File: config.mk
export PLATFORM = sky130hd
export DESIGN_NAME = i2s_tdm_transceiver
export DESIGN_NICKNAME = d
export VERILOG_FILES = /design/src/rtl/i2s_tdm_transceiver.sv
export SDC_FILE = /design/constraint.sdc
export NUM_CORES = 1
export LEC_CHECK = 0
export CAP_MARGIN = 40
export CORE_UTILIZATION = 35
export CTS_BUF_LIST = sky130_fd_sc_hd__clkbuf_4 sky130_fd_sc_hd__clkbuf_8
export CTS_CLUSTER_DIAMETER = 120
export DETAILED_ROUTE_END_ITERATION = 10
export SYNTH_ARGS = -nofsm -noshare
export SYNTH_HDL_FRONTEND = slang
export SYNTH_SLANG_ARGS = --single-unit
File: constraint.sdc
create_clock -name clk -period 19.4 [get_ports clk]
set_input_delay 3.88 -clock clk [delete_from_list [all_inputs] [get_ports clk]]
set_output_delay 3.88 -clock clk [all_outputs]
set_load 0.01 [all_outputs]
File: src/rtl/i2s_tdm_transceiver.sv
// I2S / TDM audio serial port: clock generation, frame serialiser and deserialiser.
// Sits between the FIR core and the codec pins.
module i2s_tdm_transceiver #(
  parameter int DATA_WIDTH   = 24,
  parameter int SLOT_WIDTH   = 32,
  parameter int NUM_CHANNELS = 2,
  parameter int MCLK_HALF    = 2,
  parameter int SCLK_HALF    = 8
) (
  input  logic                                clk,
  input  logic                                reset,
  input  logic                                enable,
  input  logic                                tdmMode,
  input  logic [NUM_CHANNELS*DATA_WIDTH-1:0]  txData,
  input  logic                                txValid,
  output logic                                txReady,
  output logic                                txUnderrun,
  output logic [NUM_CHANNELS*DATA_WIDTH-1:0]  rxData,
  output logic                                rxValid,
  output logic                                mclk,
  output logic                                sclk,
  output logic                                lrck,
  output logic                                dacData,
  input  logic                                adcData
);

  localparam int FB  = NUM_CHANNELS * SLOT_WIDTH;
  localparam int TW  = NUM_CHANNELS * DATA_WIDTH;
  localparam int MCW = $clog2(MCLK_HALF + 1);
  localparam int SCW = $clog2(SCLK_HALF + 1);
  localparam int PW  = $clog2(FB + 1);

  logic           run_q, run_d;
  logic [MCW-1:0] mc_q, mc_d;
  logic           mclk_q, mclk_d;
  logic [SCW-1:0] sc_q, sc_d;
  logic           sclk_q, sclk_d;
  logic [PW-1:0]  p_q, p_d;
  logic           tdm_q, tdm_d;
  logic           lrck_q, lrck_d;
  logic           dac_q, dac_d;
  logic [FB-1:0]  sh_q, sh_d;
  logic [FB-1:0]  rsh_q, rsh_d;
  logic [TW-1:0]  hold_q, hold_d;
  logic           full_q, full_d;
  logic           und_q, und_d;
  logic           armed_q, armed_d;
  logic           pend_q, pend_d;
  logic [TW-1:0]  rxd_q, rxd_d;
  logic           rxv_q, rxv_d;

  logic          sc_top, mc_top, adv, rise, wrap, fstart, mode;
  logic          tx_rdy, capture;
  logic [FB-1:0] frame_ld;
  logic [TW-1:0] rx_word;

  always_comb begin
    sc_top  = (sc_q == SCW'(SCLK_HALF - 1));
    mc_top  = (mc_q == MCW'(MCLK_HALF - 1));
    adv     = run_q && sc_top && sclk_q;
    rise    = run_q && sc_top && !sclk_q;
    wrap    = adv && (p_q == PW'(FB - 1));
    fstart  = enable && (!run_q || wrap);
    mode    = fstart ? tdmMode : tdm_q;
    tx_rdy  = !full_q || fstart;
    capture = txValid && tx_rdy;

    // Slot c carries channel c MSB-first; frame bit 0 sits at the shifter MSB.
    frame_ld = '0;
    rx_word  = '0;
    for (int c = 0; c < NUM_CHANNELS; c++) begin
      frame_ld[FB-1-c*SLOT_WIDTH -: DATA_WIDTH] = hold_q[c*DATA_WIDTH +: DATA_WIDTH];
      rx_word[c*DATA_WIDTH +: DATA_WIDTH] = rsh_q[FB-1-c*SLOT_WIDTH -: DATA_WIDTH];
    end

    run_d   = run_q;
    mc_d    = mc_q;
    mclk_d  = mclk_q;
    sc_d    = sc_q;
    sclk_d  = sclk_q;
    p_d     = p_q;
    tdm_d   = tdm_q;
    lrck_d  = lrck_q;
    dac_d   = dac_q;
    sh_d    = sh_q;
    rsh_d   = rsh_q;
    hold_d  = hold_q;
    full_d  = full_q;
    und_d   = 1'b0;
    armed_d = armed_q;
    pend_d  = 1'b0;
    rxd_d   = rxd_q;
    rxv_d   = 1'b0;

    if (!enable) begin
      run_d   = 1'b0;
      mc_d    = '0;
      mclk_d  = 1'b0;
      sc_d    = '0;
      sclk_d  = 1'b0;
      p_d     = '0;
      tdm_d   = 1'b0;
      lrck_d  = 1'b0;
      dac_d   = 1'b0;
      sh_d    = '0;
      rsh_d   = '0;
      hold_d  = '0;
      full_d  = 1'b0;
      armed_d = 1'b0;
      rxd_d   = '0;
    end else begin
      run_d = 1'b1;
      if (run_q) begin
        if (mc_top) begin
          mc_d   = '0;
          mclk_d = !mclk_q;
        end else begin
          mc_d = mc_q + MCW'(1);
        end
        if (sc_top) begin
          sc_d   = '0;
          sclk_d = !sclk_q;
        end else begin
          sc_d = sc_q + SCW'(1);
        end
      end
      if (adv) p_d = wrap ? '0 : p_q + PW'(1);
      if (fstart) tdm_d = tdmMode;
      // dac in period 0 is still the previous frame's last bit.
      if (adv || fstart) begin
        lrck_d = mode ? (p_d == '0) : (p_d >= PW'(FB / 2));
        dac_d  = sh_q[FB-1];
        sh_d   = fstart ? (full_q ? frame_ld : '0) : (sh_q << 1);
      end
      und_d = fstart && !full_q;
      if (capture) begin
        hold_d = txData;
        full_d = 1'b1;
      end else if (fstart) begin
        full_d = 1'b0;
      end
      if (rise) rsh_d = {rsh_q[FB-2:0], adcData};
      if (wrap) armed_d = 1'b1;
      pend_d = rise && (p_q == '0) && armed_q;
      rxv_d  = pend_q;
      if (pend_q) rxd_d = rx_word;
    end
  end

  always_ff @(posedge clk or posedge reset) begin
    if (reset) begin
      run_q   <= 1'b0;
      mc_q    <= '0;
      mclk_q  <= 1'b0;
      sc_q    <= '0;
      sclk_q  <= 1'b0;
      p_q     <= '0;
      tdm_q   <= 1'b0;
      lrck_q  <= 1'b0;
      dac_q   <= 1'b0;
      sh_q    <= '0;
      rsh_q   <= '0;
      hold_q  <= '0;
      full_q  <= 1'b0;
      und_q   <= 1'b0;
      armed_q <= 1'b0;
      pend_q  <= 1'b0;
      rxd_q   <= '0;
      rxv_q   <= 1'b0;
    end else begin
      run_q   <= run_d;
      mc_q    <= mc_d;
      mclk_q  <= mclk_d;
      sc_q    <= sc_d;
      sclk_q  <= sclk_d;
      p_q     <= p_d;
      tdm_q   <= tdm_d;
      lrck_q  <= lrck_d;
      dac_q   <= dac_d;
      sh_q    <= sh_d;
      rsh_q   <= rsh_d;
      hold_q  <= hold_d;
      full_q  <= full_d;
      und_q   <= und_d;
      armed_q <= armed_d;
      pend_q  <= pend_d;
      rxd_q   <= rxd_d;
      rxv_q   <= rxv_d;
    end
  end

  assign txReady    = tx_rdy;
  assign txUnderrun = und_q;
  assign rxData     = rxd_q;
  assign rxValid    = rxv_q;
  assign mclk       = mclk_q;
  assign sclk       = sclk_q;
  assign lrck       = lrck_q;
  assign dacData    = dac_q;

endmodule

[Yosys cells after proc, flatten, opt, wreduce, memory -nomap -nowiden]
Index checks and enable logic that the tools add are counted.
Storage, ports and cells
  register bits after elaboration: 248
  output and inout port bits: 55
  logic and storage cells: 96
  input bits: 54
Cells by class
  reduce and logical (&&, ||, !) cells: 20
  equal/unequal tests: 12
  muxes and demuxes: 42
  magnitude comparators: 1
  add/subtract/negate cells: 3
Operator list (number)
  $mux 64: 6
  $mux 48: 4
  $mux 7: 4
  $mux 1: 22
  $ne 2x1->1 const B: 8
  $logic_not 7->1: 2
  $mux 4: 3
  $logic_and 1x1->1: 9
  $add 7x1->7 const B: 1
  $eq 7x6->1 const B: 1
  $ge 7x6->1 const B: 1
  $mux 2: 3
  $add 4x1->4 const B: 1
  $eq 4x3->1 const B: 1
  $logic_not 1->1: 4
  $reduce_and 2->1: 2
  $logic_or 1x1->1: 3
  $ne 3x1->1 const B: 1
  $add 2x1->2 const B: 1
  $eq 2x1->1 const B: 1

[Logic depth before layout (Yosys ltp)]
Gate-level depths: netlist of the first run.
  word-level depth: 11
  depth in mapped cells: 8
  mapped depth without buffers: 6

[Worst setup path before layout of the first run]
Ideal clock, no wire load.
  kind: input to output
  start: input enable
  end: output txReady
  path slack: 11192 ps
  data required time: 15520 ps
  path buffers: 1
  stages on the path: 3
  arrival: 4328 ps
  path through: clkbuf_1 > nand2_1 > nand2_1
On the way
  word-level cells in the longest chain between the ends: 2
RTL lines
  start, declared: RTL line 12  | input logic enable,
  $logic_and 1x1->1: RTL line 63  | fstart = enable && (!run_q || wrap);
  $logic_or 1x1->1: RTL line 65  | tx_rdy = !full_q || fstart;
  end, declared: RTL line 16  | output logic txReady,
No other way between the ends.

[Worst setup path after layout of the first run]
Ends and elaborated chain as after synthesis.

==> reports/metrics.yaml, run 1 <==
cts_setup_buffers: 0
slowest_delay_ps: 550
p_switching_uw: 242
synth.distinct_cells: 47
ant_nets: 0
synth_seq_cells: 240
die_area_um2: 29500
ir_worst_vdd_mv: 0.0466
synth_edf_count: 0
fillCellCount: 2755
setup.worst_path.end_class: "output pin"
combPwrFrac_pct: 5.5
clk_pin_slew_ps: 60
dr.first_iter.drc_count: 622
max_freq_mhz: 108
cp_slowest_cell: "clkdlybuf4s50_1"
ys.flop_type: "dfrtp_1"
p_leak_nw: 5.17
cap_viol_max_count: 0
pwr-share-clk_pct: 45.6
io_buffers: 108
pwr-share-seq_pct: 48.9
root_buffer: "clkbuf_8"
dp_hpwl_mm: 12.7
htreeDepth: 2
crit_required_ps: 15520
rsz0062_at_grt: "false"
max_slew.worst_pin.slew_ps: 843
first_global_vias: 7417
antenna_cells: 0
critPathKind: "in2out"
grt_pass1_wl_mm: 37.5
crit_path_cell_trace: "clkdlybuf4s50_1 -> buf_4 -> nand2_1 -> nand2_1 -> clkdlybuf4s50_1"
internal_power_uw: 810
min_from: "full_q"
wl_mm: 22.5
drive_above_1_share_pct: 10.5
path_max_fanout: 12
areaGrowthSynthToFinish_pct: 23.1
cts.sinks: 240
first_pass_iters: 4
start_util_pct: 35.9
grt_antenna_before_repair: 0
hold_viol_final: 0
syn_nets: 1082
drt-vias-per-instance: 4.87
nNetsFinal: 1171
rows: 61
worstReg2RegStart: "run_q"
finalSetupViolations: 0
overflow: 0
fin_crit_ps: 9230
grt_usage_pct: 15.7
cts_hold_buf: 0
drc: 0
seqCellArea_um2: 6010
synth_cells: 1025
wl_per_cell_um: 14.8
hp-class: "reg2reg"
layout.cells.non_filler: 1520
whs_ps: 476
relSlewSlack_pct: 43.6
totalPowerFinal_mw: 1.05
vias: 7406
timing.setup.tns_ps: 0
drv_slew: 0
yosysSeqAreaShare_pct: 59.5
switching_share_pct: 23.0
outcome: "complete, no violations"
p_per_area_nw_per_um2: 84.7
cp.arrival_ps: 5350
whs_path_depth: 1
grt_max_degree: 115
critical_path.startpoint_type: "input port"
cts_tree: "done"
cts_buffer_depth: 3
syn-mean-instance-area_um2: 9.84
worstSetupStartpoint: "enable"
cts_resized: 0
yosys_warnings: 0
die_y_um: 172
syn_area_um2: 10100
finClkSkew_ps: 14.6
clkLatencyLatePin_ps: 540
num_io_pins: 109
cts_inserted_buffers: 42
die_w_um: 172
fin_crit_sh_pct: 47.6
core_um2: 28100
dp_cells: 1448
reg2reg_depth: 6
synthArstFlopShare_pct: 100
multi_input_area_um2: 3750
gp_congestion: 0.763
-- critical path, delay by kind of cell --
| family | cells | cell delay, ps |
|---|---|---|
| buffers and inverters | 3 | 1220 |
| AND/OR/NAND/NOR | 2 | 240 |
-- layer usage --
metal  vias up  GRT usage [%]  part of all wire [%]
met2       147           24.7                    44
met1      3590           20.9                    48
met3        47           3.93                   5.9
met4         0           5.46                   2.3
met5         -              0                     0
li1       3622              -                     -
-- Yosys cell counts (6+ instances only) --
library cell | instances | area share (%)
buf_1 | 7 | 0.26
mux2i_1 | 50 | 5.0
dfrtp_1 | 240 | 60
a22oi_2 | 20 | 2.5
buf_2 | 14 | 0.69
a21oi_1 | 119 | 5.9
o21ai_1 | 21 | 1.0
clkbuf_1 | 48 | 1.8
inv_1 | 6 | 0.22
nor2_1 | 63 | 2.3
nand2_1 | 306 | 11
o21ai_0 | 37 | 1.8
a22oi_1 | 27 | 2.0
-- power groups by stage --
stage | clock network [mW] | registers [mW] | logic [mW]
global route | 0.520 | 0.515 | 0.0645
floorplan | 0 | 0.522 | 0.0342
finish | 0.480 | 0.515 | 0.0574
global placement | 0 | 0.523 | 0.0562
CTS | 0.500 | 0.515 | 0.0594
detailed placement | 0 | 0.524 | 0.0592
-- worst paths after layout --
check	slack [ps]	endpoint
max	10170	txReady
max reg2reg	16270	hold_q[5]
min in group asynchronous	3880	hold_q[13]
max in group asynchronous	13710	rsh_q[56]
min	480	txUnderrun
min reg2reg	480	txUnderrun
-- cells by family (layout without fill, tap and decap cells) --
logic type | after synthesis | in the layout | share of synthesized area [%]
AOI/OAI and AO/OA | 243 | 243 | 15.0
xor gates and xnor gates | 5 | 5 | 0.434
adders and majority gates | 3 | 3 | 0.372
buffers and inverters | 84 | 201 | 3.71
DFF | 240 | 240 | 59.5
muxes | 50 | 50 | 4.96
and+or+nand+nor | 400 | 400 | 16.0
-- cells in the final DEF, fill, tap and decap left out, drive strengths merged, types with 4 or more instances in the layout --
| cell type | netlist | final |
|---|---|---|
| xnor2 | 4 | 4 |
| inv | 6 | 7 |
| nor2 | 64 | 64 |
| a22oi | 47 | 47 |
| clkinv | 1 | 5 |
| o21ai | 58 | 58 |
| nand3 | 4 | 4 |
| a21oi | 119 | 119 |
| dfrtp | 240 | 240 |
| nand4 | 4 | 4 |
| buf | 29 | 14 |
| or3 | 5 | 5 |
| clkdlybuf4s50 | 0 | 108 |
| mux2i | 50 | 50 |
| clkbuf | 48 | 66 |
| nand2 | 306 | 306 |
-- layout make-up --
class                      count  share of cell area (%)
clock buffer                  66                    6.61
timing repair buffer         122                    10.3
clock inverter                 6                   0.443
inverter                       7                   0.312
multi-input combinational    701                    30.2
sequential                   240                    48.4
tap                          378                    3.81
-- sequential cells by signal, summed over array words and instances, names as in the netlist, 2 cells and up --
name and cells:
sh_q 56, rxData 48, sc_q 4, p_q 7, rsh_q 64, hold_q 48
mc_q 2
-- through the flow --
stage,area (um2),worst slack [ps],util (%)
floorplan,10100,8930,-
global placement,11400,10170,40.6
detailed placement,11500,10170,41.1
CTS,12400,10160,44.2
global route,12400,10110,44.2
finish,12400,10170,44.2
No activity file was read; power rests on OpenSTA's default activity.
==> inputs of run 2 (changes only) <==
clock period = 9.2 ns   (was 19.4 ns; I/O delays follow)
==> run 2 against run 1 <==
Clock skew down 1.3 ps; worst hold slack better by 2.9 ps; sequential power up 110%; worst setup slack worse by 6100 ps; critical path depth unchanged; non-clock buffer count unchanged; via count up 0.45%; global-route usage up 0.32 points; register-to-register slack worse by 10000 ps; largest cell class unchanged.
==> reports/metrics.yaml, run 2 (synthesis results as in run 1) <==
outcome: "complete, no violations"  # unchanged
p_per_area_nw_per_um2: 180  # was 84.7 nW/um2
num_io_pins: 109  # unchanged
cap_viol_max_count: 0  # unchanged
die_area_um2: 29500  # unchanged
htreeDepth: 2  # unchanged
first_pass_iters: 6  # was 4
largest_reg_flops: 64  # unchanged
relSlewSlack_pct: 46.5  # was 43.6%
crit_required_ps: 7360  # was 15520 ps
root_buffer: "clkbuf_8"  # unchanged
cts_hold_buf: 0  # unchanged
drive_above_1_share_pct: 10.7  # was 10.5%
cts_setup_buffers: 0  # unchanged
whs_ps: 479  # was 476 ps
grt_usage_pct: 16.0  # was 15.7%
layout.cells.non_filler: 1522  # was 1520
drc: 0  # unchanged
critical_path_buf_inv_count: 3  # unchanged
cp.arrival_ps: 3310  # was 5350 ps
drv_slew: 0  # unchanged
top_register: "rsh_q"  # unchanged
cts_resized: 0  # unchanged
postLayoutCoreUtil_pct: 44.4  # was 44.2%
dp_cells: 1448  # unchanged
nNetsFinal: 1172  # was 1171
wl_per_cell_um: 14.8  # about the same
clkLatencyLatePin_ps: 530  # was 540 ps
first_global_vias: 7645  # was 7417
ant_nets: 0  # unchanged
overflow: 0  # unchanged
dr.first_iter.drc_count: 560  # was 622
wl_mm: 22.6  # was 22.5 mm
grt_pass1_wl_mm: 38.3  # was 37.5 mm
clk_pin_slew_ps: 50  # was 60 ps
critPathKind: "in2out"  # unchanged
cts.sinks: 240  # unchanged
gp_congestion: 0.758  # was 0.763
setup.worst_path.end_class: "output pin"  # unchanged
antenna_cells: 0  # unchanged
core_um2: 28100  # unchanged
die_w_um: 172  # unchanged
p_leak_nw: 5.19  # was 5.17 nW
path_delay_family: "buffers and inverters"  # unchanged
crit_path_cell_trace: "clkdlybuf4s50_1 -> buf_4 -> nand2_1 -> nand2_1 -> clkdlybuf4s50_1"  # unchanged
fin_crit_sh_pct: 56.0
rsz0062_at_grt: "false"  # unchanged
cts_buffer_depth: 3  # unchanged
final_common_cell: "nand2_1"  # unchanged
largest_registers: "rsh_q: 64 flops, sh_q: 56 flops"  # unchanged
path_max_fanout: 12  # unchanged
rows: 61  # unchanged
fin_crit_ps: 5150
vias: 7439  # was 7406
max_slew.worst_pin.slew_ps: 802  # was 843 ps
die_y_um: 172  # unchanged
finalSetupViolations: 0  # unchanged
cts_tree: "done"  # unchanged
finClkSkew_ps: 13.3  # was 14.6 ps
ir_worst_vdd_mv: 0.117  # was 0.0466 mV
io_buffers: 108  # unchanged
start_util_pct: 35.9  # unchanged
cts_inserted_buffers: 43  # was 42
cp_slowest_cell: "clkdlybuf4s50_1"  # unchanged
critical_path.startpoint_type: "input port"  # unchanged
max_freq_mhz: 194
hold_viol_final: 0  # unchanged
dp_hpwl_mm: 12.8  # was 12.7 mm
grt_antenna_before_repair: 0  # unchanged
drt-vias-per-instance: 4.89  # was 4.87
areaGrowthSynthToFinish_pct: 23.6  # was 23.1%
final_cell_mix: "nand2_1 (305), dfrtp_1 (239), a21oi_1 (119), clkdlybuf4s50_1 (108), nor2_1 (62)"  # unchanged
timing.setup.tns_ps: 0  # unchanged
hp-class: "reg2reg"  # unchanged
grt_max_degree: 110  # was 115
slowest_delay_ps: 570  # was 550 ps
run 2: cell types whose count changed in the layout (fill, tap and decap cells not counted):
cell and delta:
buf_16 +1, clkinv_2 -3, buf_12 -1, clkbuf_8 +6
bufinv_16 -1
run 2: final cells by class:
cell class | count | area (um2)
fillers | 2763 | 15600
flip-flops and latches | 240 | 6010
multi-input cells | 701 | 3750
repair buffers | 122 | 1290
clock buffers | 72 | 903
well taps | 378 | 473
inverters | 7 | 38.8
clock inverters | 2 | 10.0
run 2: metrics by stage:
stage          worst slack (ps)  area [um2]  power (mW)
2_1_floorplan               772       10100        1.17
3_3_place_gp               4060       11400        1.22
3_5_place_dp               4050       11600        1.23
4_1_cts                    4050       12500        2.29
5_1_grt                    3990       12500        2.35
6_report                   4050       12500        2.24
run 2: per-layer routing:
layer  vias up  GRT usage, %  part of all wire [%]
li1       3623             -                     -
met1      3622          21.1                    47
met2       152          25.4                    45
met3        42          4.60                   6.5
met4         0          4.77                   1.8
met5         -             0                     0
run 2: final timing paths:
path	cells past startpoint	end	from	slack, ps
max	5	txReady	enable	4050
min	2	sh_q[48]	sh_q[48]	480
max reg2reg	7	sh_q[20]	p_q[0]	6210
min reg2reg	2	sh_q[48]	sh_q[48]	480
max in group asynchronous	3	hold_q[33]	reset	6060
min in group asynchronous	2	sh_q[52]	reset	1830
run 2: worst register-to-register path, cell delays in order (launching register included):
cell	delay, ps
dfrtp_1	440
ha_1	280
nand3_4	130
o41ai_4	750
and3_2	770
buf_16	260
a22oi_1	90
o21ai_0	190
run 2: power breakdown:
group          total [mW]  internal, mW  switching, mW
Clock                1.04         0.613          0.423
Combinational       0.121        0.0436         0.0775
Sequential           1.09          1.07         0.0118
Total                2.24          1.73          0.513
==> inputs of run 3 (changes only) <==
clock period = 4.25 ns   (was 9.2 ns; I/O delays follow)
==> run 3 against run 2 <==
Flip-flop and latch count unchanged; wire length grew 0.96%; core utilization up 0.11 points; largest power group unchanged; critical endpoint unchanged.
==> reports/metrics.yaml, run 3 (synthesis results as in run 1) <==
outcome: "complete, no violations"  # unchanged
reg2reg_depth: 8  # was 7
io_buffers: 108  # unchanged
crit_required_ps: 3400  # was 7360 ps
core_um2: 28100  # unchanged
critical_path.startpoint_type: "register"  # was input port
post-place-ws_ps: 1100  # was 4050 ps
fin_ws_ps: 622  # was 4050 ps
die_y_um: 172  # unchanged
holdPathEnd: "dacData"  # was sh_q[48]
cts_hold_buf: 0  # unchanged
relSlewSlack_pct: 43.8  # was 46.5%
antenna_cells: 0  # unchanged
path_max_fanout: 9  # was 12
overflow: 0  # unchanged
max_freq_mhz: 276
final_common_cell: "nand2_1"  # unchanged
cts.sinks: 240  # unchanged
whs_ps: 475  # was 479 ps
num_io_pins: 109  # unchanged
max_slew.worst_pin.slew_ps: 843  # was 802 ps
whs_path_depth: 2  # unchanged
cts_inserted_buffers: 43  # unchanged
min_from: "dacData"  # was sh_q[48]
critical_path_buf_inv_count: 2  # was 3
wl_per_cell_um: 14.9  # was 14.8 um
fillCellCount: 2739  # was 2763
cts_resized: 0  # unchanged
largest_registers: "rsh_q: 64 flops, sh_q: 56 flops"  # unchanged
multi_input_area_um2: 3750  # unchanged
ant_nets: 0  # unchanged
nNetsFinal: 1177  # was 1172
hold_viol_final: 0  # unchanged
r2r_end: "sh_q[10]"  # was sh_q[20]
first_pass_iters: 5  # was 6
fin_crit_sh_pct: 85.4
dr.first_iter.drc_count: 523  # was 560
worstReg2RegStart: "p_q[1]"  # was p_q[0]
rsz0062_at_grt: "false"  # unchanged
cp_slowest_cell: "clkdlybuf4s50_1"  # unchanged
slowest_delay_ps: 550  # was 570 ps
grt_max_degree: 111  # was 110
cts_setup_buffers: 0  # unchanged
start_util_pct: 35.9  # unchanged
grt_pass1_wl_mm: 37.8  # was 38.3 mm
drive_above_1_share_pct: 11.3  # was 10.7%
grt_antenna_before_repair: 0  # unchanged
ir_worst_vdd_mv: 0.257  # was 0.117 mV
cap_viol_max_count: 0  # unchanged
final_cell_mix: "nand2_1 (305), dfrtp_1 (239), a21oi_1 (119), clkdlybuf4s50_1 (108), nor2_1 (62)"  # unchanged
vias: 7436  # was 7439
die_area_um2: 29500  # unchanged
fin_crit_ps: 3630
seqCellArea_um2: 6010  # about the same
top_register: "rsh_q"  # unchanged
largest_reg_flops: 64  # unchanged
setup.worst_path.end_class: "output pin"  # unchanged
crit_path_cell_trace: "ha_1 -> nand3_4 -> o41ai_4 -> buf_4 -> nand2_1 -> nand2_1 -> clkdlybuf4s50_1"  # was clkdlybuf4s50_1 -> buf_4 -> nand2_1 -> nand2_1 -> clkdlybuf4s50_1
cts_buffer_depth: 3  # unchanged
htreeDepth: 2  # unchanged
finalSetupViolations: 0  # unchanged
finClkSkew_ps: 15.7  # was 13.3 ps
first_global_vias: 7275  # was 7645
hp-class: "reg2reg"  # unchanged
die_w_um: 172  # unchanged
drv_slew: 0  # unchanged
clkLatencyLatePin_ps: 530  # about the same
p_per_area_nw_per_um2: 397  # was 180 nW/um2
cp_common_cell: "nand2_1"
cts_tree: "done"  # unchanged
drc: 0  # unchanged
critPathKind: "reg2out"  # was in2out
p_leak_nw: 5.22  # was 5.19 nW
cp.arrival_ps: 2780  # was 3310 ps
path_delay_family: "buffers and inverters"  # unchanged
wl_mm: 22.8  # was 22.6 mm
areaGrowthSynthToFinish_pct: 23.9  # was 23.6%
gp_congestion: 0.810  # was 0.758
clk_pin_slew_ps: 60  # was 50 ps
timing.setup.tns_ps: 0  # unchanged
dp_hpwl_mm: 13.3  # was 12.8 mm
drt-vias-per-instance: 4.86  # was 4.89
root_buffer: "clkbuf_8"  # unchanged
rows: 61  # unchanged
grt_usage_pct: 15.9  # was 16.0%
rrSetupSlack_ps: 1480  # was 6210 ps
==> run 3: changes by cell type in the layout (fill, tap and decap cells not counted), sizes merged <==
cell	change
buf	+5
bufinv	+1
clkbuf	+1
clkinv	+1
clkinvlp	+1
inv	-1
==> run 3: area by class of cell <==
type / instances / share of cell area (%)
Multi-Input combinational cell: 701 / 30.0
Timing Repair Buffer: 127 / 10.2
Tap cell: 378 / 3.78
Clock buffer: 73 / 7.34
Inverter: 7 / 0.280
Sequential cell: 240 / 48.1
Clock inverter: 4 / 0.360
==> run 3: worst max path at each step <==
stage                           to    from  depth (start not counted)
after CTS                  txReady  p_q[1]                          7
after global routing       txReady   run_q                          6
after global placement     txReady  enable                          4
after detailed placement  sh_q[18]  enable                          5
after floorplan            armed_q   reset                          1
final                      txReady  p_q[1]                          7
==> run 3: through the flow <==
stage          total power [mW]  area, um2  util (%)  std cells
6_report                   4.96      12500      44.5       1530
5_1_grt                    5.17      12500      44.5       1530
4_1_cts                    5.04      12500      44.5       1530
3_5_place_dp               2.65      11500      41.1       1453
3_3_place_gp               2.65      11500      40.9       1451
2_1_floorplan              2.54      10100         -       1025
==> run 3: worst reg2reg max path, cell delays in order, from the launching register on <==
cell,delay (ps)
dfrtp_1,440
ha_1,300
nand3_4,140
o41ai_4,350
buf_4,230
and3_2,640
buf_4,350
a22oi_2,80
o21ai_1,150
==> run 3: power breakdown <==
| part | internal, mW | switching (mW) |
|---|---|---|
| logic | 0.0902 | 0.164 |
| clock network | 1.41 | 0.937 |
| registers | 2.32 | 0.0271 |
==> run 3: metal layers <==
layer	vias up	GRT usage (%)	wire length (um)
met3	46	4.23	1530
met5	-	0	0
met4	0	4.58	473
li1	3638	-	-
met1	3570	22.1	10900
met2	182	24.2	9890
